**src/rtl/carry_accumulator.sv**
```systemverilog
// carry_accumulator
// Collects BEATS words from an upstream ripple-carry adder, keeps a running
// total, a sticky overflow flag and a count of words that arrived with a
// carry-out, then presents the burst result until downstream takes it.
//
// Build option: define CARRY_ACC_SATURATE_EN to clamp the total to all-ones
// on overflow. When it is left undefined, the total wraps modulo 2^N.
// The overflow flag behaves the same way in both builds.

module carry_accumulator #(
    parameter int N     = 16,
    parameter int BEATS = 4
) (
    input  logic         clk,
    input  logic         rst,
    input  logic         in_valid,
    output logic         in_ready,
    input  logic [N-1:0] in_sum,
    input  logic         in_cout,
    output logic         out_valid,
    input  logic         out_ready,
    output logic [N-1:0] out_acc,
    output logic         out_ovf,
    output logic [7:0]   out_carries
);

    typedef enum logic {
        ACC,
        HOLD
    } state_t;

    state_t       state_q, state_d;
    logic [N-1:0] acc_q, acc_d;
    logic         ovf_q, ovf_d;
    logic [7:0]   carries_q, carries_d;
    logic [7:0]   beatCnt_q, beatCnt_d;

    logic [N:0]   sumWide;
    logic         lastBeat;

    // The top bit of the widened sum is the overflow of this beat.
    assign sumWide  = {1'b0, acc_q} + {1'b0, in_sum};
    assign lastBeat = (beatCnt_q == 8'(BEATS - 1));

    // Handshake flags come straight from the state register.
    assign in_ready    = (state_q == ACC);
    assign out_valid   = (state_q == HOLD);
    assign out_acc     = acc_q;
    assign out_ovf     = ovf_q;
    assign out_carries = carries_q;

    // Next-state logic: accumulate accepted beats in ACC, wait for the
    // downstream handshake in HOLD and then start the next burst from zero.
    always_comb begin
        state_d   = state_q;
        acc_d     = acc_q;
        ovf_d     = ovf_q;
        carries_d = carries_q;
        beatCnt_d = beatCnt_q;

        case (state_q)
            ACC: begin
                if (in_valid) begin
`ifdef CARRY_ACC_SATURATE_EN
                    // Once clamped, any nonzero add overflows again and a
                    // zero add leaves all-ones, so the clamp holds for the
                    // remainder of the burst.
                    if (sumWide[N]) begin
                        acc_d = '1;
                    end else begin
                        acc_d = sumWide[N-1:0];
                    end
`else
                    acc_d = sumWide[N-1:0];
`endif
                    if (sumWide[N]) begin
                        ovf_d = 1'b1;
                    end
                    if (in_cout) begin
                        carries_d = carries_q + 8'd1;
                    end
                    beatCnt_d = beatCnt_q + 8'd1;
                    if (lastBeat) begin
                        state_d = HOLD;
                    end
                end
            end
            HOLD: begin
                if (out_ready) begin
                    state_d   = ACC;
                    acc_d     = '0;
                    ovf_d     = 1'b0;
                    carries_d = 8'd0;
                    beatCnt_d = 8'd0;
                end
            end
            default: begin
                state_d = ACC;
            end
        endcase
    end

    // State register; reset discards any partial or unconsumed burst.
    always_ff @(posedge clk or posedge rst) begin
        if (rst) begin
            state_q   <= ACC;
            acc_q     <= '0;
            ovf_q     <= 1'b0;
            carries_q <= 8'd0;
            beatCnt_q <= 8'd0;
        end else begin
            state_q   <= state_d;
            acc_q     <= acc_d;
            ovf_q     <= ovf_d;
            carries_q <= carries_d;
            beatCnt_q <= beatCnt_d;
        end
    end

endmodule

```
**config.mk**
```make
export PLATFORM = sky130hd
export DESIGN_NAME = carry_accumulator
export DESIGN_NICKNAME = d
export VERILOG_FILES = /design/src/rtl/carry_accumulator.sv
export SDC_FILE = /design/constraint.sdc
export NUM_CORES = 1
export LEC_CHECK = 0
export BUFFER_PORTS_ARGS = -buffer_cell sky130_fd_sc_hd__buf_4
export CAP_MARGIN = 15
export CORE_ASPECT_RATIO = 1.4
export CORE_MARGIN = 2
export CORE_UTILIZATION = 40
export DETAILED_ROUTE_END_ITERATION = 10
export PLACE_DENSITY = 0.71
export SYNTH_ARGS = -nofsm -noshare
export SYNTH_HDL_FRONTEND = slang
export SYNTH_SLANG_ARGS = --single-unit
```
**constraint.sdc**
```tcl
create_clock -name clk -period 2.77 [get_ports clk]
set_clock_uncertainty 0.1 [all_clocks]
set_input_delay 0.277 -clock clk [delete_from_list [all_inputs] [get_ports clk]]
set_output_delay 0.277 -clock clk [all_outputs]
set_load 0.02 [all_outputs]
```
* Yosys cells after proc, flatten, opt, wreduce, memory -nomap -nowiden
Index checks and enable logic that the tools add are counted.
Word-level totals: register bits 34, bits of input ports 21, output and inout port bits 27, word-level logic and storage cells 34
Cells by class: add/subtract/negate cells 3, equality and inequality tests 5, muxes and demuxes 17, bitwise gates (word level) 1, reduce and logical (&&, ||, !) cells 3
Operators with widths (number):
- 2-to-1 mux 16 bit | 2
- 2-to-1 mux 8 bit | 4
- one-hot mux 16 bit (2 select lines) | 1
- one-hot mux 8 bit (2 select lines) | 2
- adder 16 x 16 -> 17 bit | 1
- adder 8 x 1 -> 8 bit, second input constant | 2
- == test 8 x 2 -> 1 bit, second input constant | 1
- 2-to-1 mux 1 bit | 6
- AND reduction 3 bit | 2
- != test 2 x 1 -> 1 bit, second input constant | 2
- != test 2 bit, second input constant | 2
- one-hot mux 1 bit (2 select lines) | 2
- AND reduction 2 bit | 1
- NOT 1 bit | 1

* Depth between registers and ports, before layout
Gate-level depths: netlist of run 1.
depth after elaboration 4, mapped depth 9, gate-level depth less buffers 9

* Least setup slack after synthesis of run 1
OpenSTA, ideal clock, no wires.
path kind register to register, start register acc_q[0] (netlist: out_acc[0]), end register acc_q[10] (netlist: out_acc[10]), setup time 69 ps, arrival time 2302 ps, setup slack 299 ps, stages on the path, launching flop included 10, path buffers 0, clock period less this slack 2471 ps, cell sequence dfrtp_1 > ha_1 > inv_1 > fa_1 > nor2b_4 > o31ai_4 > a21boi_2 > a31oi_1 > or4b_2 > nand3_1
Between the ends: cells in the longest elaborated chain, start to end 3
Ends and longest elaborated chain:
- start: declaration | RTL line 33 | logic [N-1:0] acc_q, acc_d;
- start signal: assignment | RTL line 107 | acc_q <= '0;
- start signal: assignment | RTL line 113 | acc_q <= acc_d;
- adder 16 x 16 -> 17 bit | RTL line 42 | assign sumWide = {1'b0, acc_q} + {1'b0, in_sum};
- 2-to-1 mux 16 bit | RTL line 63 | if (in_valid) begin
- one-hot mux 16 bit (2 select lines) | RTL line 61 | case (state_q)
Every way passes these cells. The select of a mux whose other input is x is not followed. A chain may end at the register's enable or synchronous reset.

* Final worst setup path of run 1
start register acc_q[0] (netlist: out_acc[0]), end register ovf_q (netlist: out_ovf)
Between the ends: cells in the longest elaborated chain, start to end 3
Ends and longest elaborated chain:
- adder 16 x 16 -> 17 bit | RTL line 42
- != test 2 x 1 -> 1 bit (no line)
- AND reduction 3 bit (no line)
- end signal: assignment | RTL line 114 | ovf_q <= ovf_d;
- end: declaration | RTL line 34 | logic ovf_q, ovf_d;
Every way passes these cells.

==> impl_metrics.csv, run 1 <==
group,metric,value,unit
global_route,grt_usage,19.06,%
global_route,grt_pass1_vias,1956,
global_route,gr-usage-met2,33.17,%
cells_and_area,layout-drive-gt1-share,22.33,%
cells_and_area,final_cell_mix,"buf_4, dfrtp_1, nand2_1, nor2_1, ha_1",
cts,cts-resized-gates,0,
cts,clk_pin_slew,80,ps
synthesis,synth_ff_type,"dfrtp_1",
synthesis,muxShareOfSynthArea,0,%
cells_and_area,areaGrowthSynthToFinish,25.35,%
cts,ctsHoldBuffers,1,
cts,clkSinkCount,34,
timing,rsz0062_at_grt,"no",
synthesis,syn_area_per_cell,9.122,um^2
route,first_pass_iters,4,
cts,post_cts_buffers,0,
synthesis,syn_area,2226,um^2
synthesis,synth_top_family_by_area,"simple AND/OR/NAND/NOR gates",
synthesis,ys_ff_latch,34,
global_route,gr-usage-met1,23.32,%
timing,finalHoldViolCount,0,
timing,final-max-slew-violation-count,0,
cts,cts.root.buffer_cell,"clkbuf_8",
critical_path,path_cells,"ha_1, inv_1, fa_1, nor2b_4, o31ai_4, a21oi_2, o31a_1, o311ai_0, a21oi_1",
route,wirelength,5397,um
synthesis,synth-seq-area-share,38.22,%
cells_and_area,diodes,0,
synthesis,synth_compound_area_share,20.12,%
placement,dp_hpwl,4052,um
die,rows,32,
route,dr_total_vias,2029,
die,die_w,67.05,um
timing,fmax,397.1,MHz
critical_path,crit_arrival,2590,ps
cts,cts_tree,"built",
global_route,grt_pass1_wl,9211,um
global_route,use_met3,4.049,%
die,die_h,92.27,um
timing,min_period,2518,ps
cts,insertion_delay,290,ps
critical_path,worstPathRequired,2840,ps
die,start_util,40.88,%
cts,clock_path_buffers,2,
critical_path,cp-end-kind,"register",
power,ir_worst_vdd,0.6283,mV
cells_and_area,final_common_cell,"buf_4",
critical_path,worstRegToRegCells,9,
worst_hold_path,hold_depth,2,
status,status,"finished clean",
job,max_cap_violations,0,
placement,port_buffers,47,
synthesis,synth_top_area_cell,"dfrtp_1",
synthesis,synthTopCellsByArea,"dfrtp_1, ha_1, xor2_1",
timing,period_share,90.92,%
worst_hold_path,hold_path_class,"in -> reg",
synthesis,synth_edf_count,0,
timing,finalSetupTns,0,ps
timing,slew_headroom,63.93,%
synthesis,synth_xor_area_share,7.870,%
cells_and_area,fin_nets,339,
global_route,antenna_found_initial,0,
cts,htree_levels,2,
synthesis,ys_warn_count,0,
global_route,grt_max_degree,22,
synthesis,synth_top_area_share,38.22,%
critical_path,path_max_fanout,5,
route,via_per_inst,5.514,
timing,worstMarginPinSlew,540.4,ps
power,p_leak,1.349,nW
placement,gp_congestion,0.8352,
route,drtIter0Drc,115,
route,drc,0,
synthesis,synth_fp_nets,284,
die,die_area,6186,um^2
power,power_density,1109,nW/um^2
synthesis,yosys.area_share.simple,20.69,%
critical_path,worstSetupPathType,"reg -> reg",
timing,setup_viol,0,
global_route,busiest_layer,"met2",
route,wl_per_cell,14.67,um
route,ant_nets,0,
critical_path,critPathSlowestCell,"o311ai_0",
synthesis,synth-adder-area-share,11.02,%
critical_path,setup.worst_path.start_class,"register",
synthesis,async_flop_share,100.0,%
timing,holdWs,105.3,ps
synthesis,synth_cells,244,
die,ios,48,
synthesis,synth_cell_types,47,
global_route,grt.overflow.total,0,
cts,cts_buffers,5,
critical_path,slowest_delay,430,ps
die,core,5445,um^2
synthesized netlist by cell type, types with 2 or more instances:
| cell type | n |
|---|---|
| a21o_1 | 8 |
| xnor2_1 | 4 |
| and3_1 | 4 |
| a211oi_1 | 6 |
| dfrtp_1 | 34 |
| o21ai_1 | 3 |
| nand2_1 | 31 |
| nor2b_1 | 2 |
| and2_1 | 2 |
| ha_1 | 18 |
| nor2_1 | 20 |
| a22oi_1 | 2 |
| clkbuf_1 | 5 |
| nand3_1 | 14 |
| o21a_1 | 3 |
| a31oi_1 | 3 |
| a21oi_1 | 10 |
| nor3_1 | 3 |
| inv_1 | 6 |
| o21ai_0 | 16 |
| nand4_1 | 7 |
| xor2_1 | 16 |
| or3_1 | 3 |
path summary, 6_finish.rpt:
kind | from | to | slack, ps
max in group asynchronous | rst | out_acc[14]$_DFFE_PP0P_ | 1380
setup reg to reg | out_acc[0]$_DFFE_PP0P_ | out_ovf$_DFFE_PP0P_ | 250
hold reg to reg | beatCnt_q[1]$_DFFE_PP0P_ | beatCnt_q[1]$_DFFE_PP0P_ | 410
hold / removal | out_ready | out_valid$_DFF_PP0_ | 110
min in group asynchronous | rst | out_carries[6]$_DFFE_PP0P_ | 490
setup / recovery | out_acc[0]$_DFFE_PP0P_ | out_ovf$_DFFE_PP0P_ | 250
critical path: cells and delay by family (launching register included):
family	cells	cell delay [ps]
AOI/OAI and AO/OA	5	1300
adders and majority gates	2	450
buffers and inverters	1	70
DFF	1	400
and+or+nand+nor	1	70
metrics by stage:
step | cell area (um^2) | std cells | power (mW) | utilization (%) | setup slack [ps]
final | 2790 | 368 | 3.095 | 51.24 | 251.6
after global routing | 2790 | 368 | 3.364 | 51.24 | 130.9
after CTS | 2790 | 368 | 3.118 | 51.24 | 282.3
after detailed placement | 2685 | 359 | 2.710 | 49.31 | 281.7
after global placement | 2685 | 359 | 2.678 | 49.31 | 343.8
after floorplan | 2226 | 244 | 2.133 | - | 299.2
routing by layer:
| metal | wire [um] | up-vias |
|---|---|---|
| li1 | - | 1006 |
| met1 | 2182 | 970 |
| met2 | 2876 | 47 |
| met5 | 0 | - |
| met3 | 280 | 6 |
| met4 | 58 | 0 |
sequential cells by signal (all words and copies together), names as in the netlist:
register / count
out_carries: 8
out_acc: 16
out_valid: 1
out_ovf: 1
beatCnt_q: 8
report_power, final:
group          internal [mW]  total (mW)  leakage, nW  switching (mW)
sequential             0.695       0.881        0.431           0.186
combinational          0.805        1.82        0.871            1.02
clock                  0.200       0.393       0.0472           0.193
total                   1.70        3.10         1.35            1.40
layout make-up:
type | count | area [um^2]
clock inverters | 2 | 12.51
multi-input cells | 198 | 1329
flip-flops and latches | 34 | 850.8
repair buffers | 54 | 407.9
inverters | 6 | 22.52
fillers | 558 | 2655
clock buffers | 6 | 82.58
well taps | 68 | 85.08
cell families after synthesis:
kind of cell / count (synthesis)
XOR/XNOR: 20
adder cells (fa/ha/maj): 19
flip-flops: 34
buffers and inverters: 12
AND/OR/NAND/NOR: 94
AO/OA/AOI/OAI: 65
Note: power is estimated with default switching activity, not from simulation.
==> run 2: changes to the inputs <==
--- a/config.mk
+++ b/config.mk
@@ -11,6 +11,7 @@
 export CORE_MARGIN = 2
 export CORE_UTILIZATION = 40
 export DETAILED_ROUTE_END_ITERATION = 10
+export GPL_TIMING_DRIVEN = 0
 export PLACE_DENSITY = 0.71
 export SYNTH_ARGS = -nofsm -noshare
 export SYNTH_HDL_FRONTEND = slang
==> impl_metrics.csv, run 2 (synthesis gave the netlist of run 1 again) <==
group,metric,value,unit
status,status,"finished clean",
cells_and_area,layout-drive-gt1-share,20.47,%
cts,insertion_delay,280,ps
cells_and_area,finalInstanceArea,2774,um^2
power,p_leak,1.335,nW
critical_path,worstSetupPathType,"reg -> reg",
route,first_pass_iters,4,
die,start_util,40.88,%
cts,cts.root.buffer_cell,"clkbuf_8",
timing,setup_viol,0,
die,die_w,67.05,um
placement,dpl_cell_area,2691,um^2
cts,htree_levels,2,
cts,clkSinkCount,34,
global_route,grt_pass1_vias,1986,
timing,finalHoldViolCount,0,
cells_and_area,fin_nets,339,
die,die_area,6186,um^2
job,max_cap_violations,0,
critical_path,reg2reg_slack,190,ps
critical_path,worstReg2RegStart,"out_acc[0]$_DFFE_PP0P_",
route,via_per_inst,5.555,
die,ios,48,
cells_and_area,final_cells,366,
die,rows,32,
cts,clk_pin_slew,70,ps
critical_path,worstPathRequired,2890,ps
timing,finalSetupTns,0,ps
timing,period_share,93.15,%
placement,port_buffers,47,
power,power_density,1104,nW/um^2
critical_path,setup.worst_path.start_class,"register",
route,drc,0,
timing,fmax,387.6,MHz
die,die_h,92.27,um
timing,worstMarginPinSlew,697.5,ps
timing,slew_headroom,53.45,%
route,dr_total_vias,2033,
cells_and_area,areaGrowthSynthToFinish,24.62,%
global_route,grt_usage,19.60,%
cells_and_area,diodes,0,
worst_hold_path,hold_path_class,"in -> async",
critical_path,crit_arrival,2700,ps
power,ir_worst_vdd,0.5544,mV
placement,dp_cells,360,
timing,holdWs,5.205,ps
route,wl_per_cell,15.02,um
global_route,grt_max_degree,20,
die,core,5445,um^2
route,wirelength,5496,um
global_route,grt.overflow.total,0,
route,drtIter0Drc,110,
timing,final-max-slew-violation-count,0,
cells_and_area,largest_register_ffs,16,
critical_path,critPathLaunch,"out_acc[0]$_DFFE_PP0P_",
global_route,antenna_found_initial,0,
cells_and_area,final_cell_mix,"buf_4, dfrtp_1, nand2_1, nor2_1, ha_1",
timing,min_period,2580,ps
cts,cts_buffers,5,
route,ant_nets,0,
critical_path,path_max_fanout,5,
placement,dp_hpwl,4078,um
global_route,grt_pass1_wl,9356,um
cts,ctsHoldBuffers,0,
cts,clock_path_buffers,2,
cells_and_area,final_common_cell,"buf_4",
cts,cts_tree,"built",
critical_path,cp-end-kind,"register",
timing,rsz0062_at_grt,"no",
placement,gp_congestion,0.8437,
## run 2: critical path, stage by stage, from the launching register on
cell	delay, ps
dfrtp_1	370
ha_1	220
inv_1	70
fa_1	440
nor2b_4	170
o31ai_4	90
a21boi_2	180
a31oi_1	140
or4b_2	640
nand3_1	100
## run 2: per-stage QoR
step	setup slack (ps)	total power, mW	util (%)
6_report	189.8	3.063	50.94
5_1_grt	43.96	3.309	50.94
4_1_cts	201.8	3.070	50.94
3_5_place_dp	217.8	2.693	49.43
3_3_place_gp	277.0	2.648	48.92
2_1_floorplan	299.2	2.133	-
## run 2: power breakdown
part | internal, mW | total (mW) | switching [mW] | leakage [nW]
Combinational | 0.791 | 1.81 | 1.02 | 0.861
Sequential | 0.696 | 0.885 | 0.189 | 0.431
Clock | 0.192 | 0.365 | 0.173 | 0.0431
## run 2: cell type report
cell class | instances | area, um^2
Fill cell | 570 | 2671
Multi-Input combinational cell | 198 | 1329
Sequential cell | 34 | 850.8
Timing Repair Buffer | 48 | 380.4
Tap cell | 68 | 85.08
Clock buffer | 6 | 82.58
Buffer | 6 | 23.77
Inverter | 6 | 22.52
## run 2: timing repair
item | 4_1_cts | 5_1_grt
resized for setup | 0 | 1
setup endpoints to repair | 0 | 1
setup buffers | 0 | 0
## run 2: worst paths after layout
check,endpoint,cells past startpoint
hold / removal,beatCnt_q[3]$_DFFE_PP0P_,2
min in group clk,out_valid$_DFF_PP0_,2
setup reg to reg,out_acc[10]$_DFFE_PP0P_,9
max in group asynchronous,out_acc[1]$_DFFE_PP0P_,3
setup / recovery,out_acc[10]$_DFFE_PP0P_,9
hold reg to reg,beatCnt_q[1]$_DFFE_PP0P_,2
## run 2: metal layers
metal,wire (um),global-route usage [%]
met5,0,0
met4,69,5.272
met2,2834,33.83
met1,2289,23.71
met3,302,4.785
==> run 3: changes to the inputs <==
--- a/config.mk
+++ b/config.mk
@@ -9,10 +9,10 @@
 export CAP_MARGIN = 15
 export CORE_ASPECT_RATIO = 1.4
 export CORE_MARGIN = 2
-export CORE_UTILIZATION = 40
+export CORE_UTILIZATION = 46
 export DETAILED_ROUTE_END_ITERATION = 10
 export GPL_TIMING_DRIVEN = 0
-export PLACE_DENSITY = 0.71
+export PLACE_DENSITY = 0.78
 export SYNTH_ARGS = -nofsm -noshare
 export SYNTH_HDL_FRONTEND = slang
 export SYNTH_SLANG_ARGS = --single-unit
==> constraint.sdc (replaced) <==
create_clock -name clk -period 2.77 [get_ports clk]
set_clock_uncertainty 0.1 [all_clocks]
set_input_delay 0.554 -clock clk [delete_from_list [all_inputs] [get_ports clk]]
set_output_delay 0.554 -clock clk [all_outputs]
set_load 0.02 [all_outputs]
==> impl_metrics.csv, run 3 (synthesis gave the netlist of run 1 again) <==
group,metric,value,unit
placement,port_buffers,47,
cells_and_area,postLayoutCoreUtil,61.23,%
cts,cts_tree,"built",
cts,insertion_delay,290,ps
cells_and_area,diodes,0,
die,core,4608,um^2
timing,worstMarginPinSlew,650.7,ps
power,power_density,1154,nW/um^2
placement,gp_congestion,0.8671,
global_route,grt_usage,21.34,%
timing,min_period,2543,ps
timing,period_share,91.82,%
timing,finalHoldViolCount,0,
job,max_cap_violations,0,
global_route,antenna_found_initial,0,
cts,post_cts_buffers,0,
cells_and_area,largest_register_ffs,16,
cts,clock_path_buffers,2,
cts,cts_buffers,5,
critical_path,setup.worst_path.start_class,"register",
route,dr_total_vias,2018,
route,drtIter0Drc,139,
cts,clk_pin_slew,80,ps
cells_and_area,areaGrowthSynthToFinish,26.76,%
status,status,"finished clean",
timing,setup_viol,0,
critical_path,crit_arrival,2680,ps
timing,slew_headroom,56.57,%
die,rows,29,
route,drc,0,
die,die_h,86.31,um
global_route,grt_max_degree,22,
route,via_per_inst,5.575,
route,first_pass_iters,4,
global_route,grt_pass1_wl,9225,um
die,start_util,48.30,%
placement,dp_hpwl,4016,um
critical_path,path_max_fanout,5,
route,wirelength,5393,um
timing,holdWs,250.2,ps
power,p_leak,1.359,nW
cells_and_area,final_cell_mix,"buf_4, dfrtp_1, nand2_1, nor2_1, ha_1",
cells_and_area,layout-drive-gt1-share,21.00,%
die,ios,48,
route,wl_per_cell,14.90,um
power,ir_worst_vdd,0.5217,mV
cts,htree_levels,2,
cells_and_area,fin_nets,339,
timing,fmax,393.2,MHz
cts,ctsHoldBuffers,0,
timing,rsz0062_at_grt,"no",
cells_and_area,final_common_cell,"buf_4",
critical_path,worstPathRequired,2900,ps
cts,clkSinkCount,34,
route,ant_nets,0,
timing,final-max-slew-violation-count,0,
worst_hold_path,hold_path_class,"in -> async",
global_route,grt_pass1_vias,2043,
critical_path,cp-end-kind,"register",
cts,cts.root.buffer_cell,"clkbuf_8",
die,die_w,62.79,um
critical_path,worstSetupPathType,"reg -> reg",
cts,cts-resized-gates,0,
global_route,grt.overflow.total,0,
die,die_area,5419,um^2
cells_and_area,fillCellCount,416,
## run 3: layout make-up
type / instances / area, um^2 / share of cell area, %
multi-input combinational: 198 / 1329 / 47.10
sequential: 34 / 850.8 / 30.16
inverter: 6 / 22.52 / 0.7982
clock inverter: 3 / 68.82 / 2.439
buffer: 6 / 23.77 / 0.8426
timing repair buffer: 48 / 380.4 / 13.48
clock buffer: 5 / 68.82 / 2.439
tap: 62 / 77.57 / 2.749
## run 3: where the power goes
part           internal (mW)  total [mW]  switching [mW]
clock network          0.361       0.560           0.199
logic                  0.791        1.81            1.02
registers              0.695       0.883           0.188
total                   1.85        3.26            1.41
## run 3: worst max-delay path, cell delays in order (launching register included)
cell and delay, ps:
dfrtp_1 380, ha_1 220, inv_1 70, fa_1 440
nor2b_4 160, o31ai_4 90, a21boi_2 180, a31oi_1 130
or4b_2 620, nand3_1 100
## run 3: metal layers
layer / wire [um] / GRT usage (%) / share of wire, %
met1: 2272 / 24.48 / 42
met2: 2730 / 38.61 / 51
met3: 288 / 5.325 / 5.3
met4: 100 / 7.475 / 1.9
met5: 0 / 0 / 0
## run 3: path summary, 6_finish.rpt
path	startpoint	end	slack, ps	depth (start not counted)
max	out_acc[0]$_DFFE_PP0P_	out_acc[10]$_DFFE_PP0P_	230	9
min	rst	out_carries[6]$_DFFE_PP0P_	250	2
max reg2reg	out_acc[0]$_DFFE_PP0P_	out_acc[10]$_DFFE_PP0P_	230	9
min reg2reg	out_acc[7]$_DFFE_PP0P_	out_acc[7]$_DFFE_PP0P_	410	2
max in group asynchronous	rst	out_acc[8]$_DFFE_PP0P_	1800	3
min in group clk	out_ready	out_valid$_DFF_PP0_	360	2
## run 3: metrics by stage
| step | instance area (um^2) | power (mW) | setup TNS, ps | setup slack (ps) | instances |
|---|---|---|---|---|---|
| after global placement | 2656 | 2.639 | 0 | 9.611 | 353 |
| after floorplan | 2226 | 2.133 | 0 | 252.0 | 244 |
| after CTS | 2821 | 3.269 | 0 | 226.3 | 362 |
| final | 2821 | 3.256 | 0 | 226.5 | 362 |
| after detailed placement | 2684 | 2.689 | -51.57 | -35.94 | 354 |
| after global routing | 2821 | 3.501 | 0 | 103.6 | 362 |
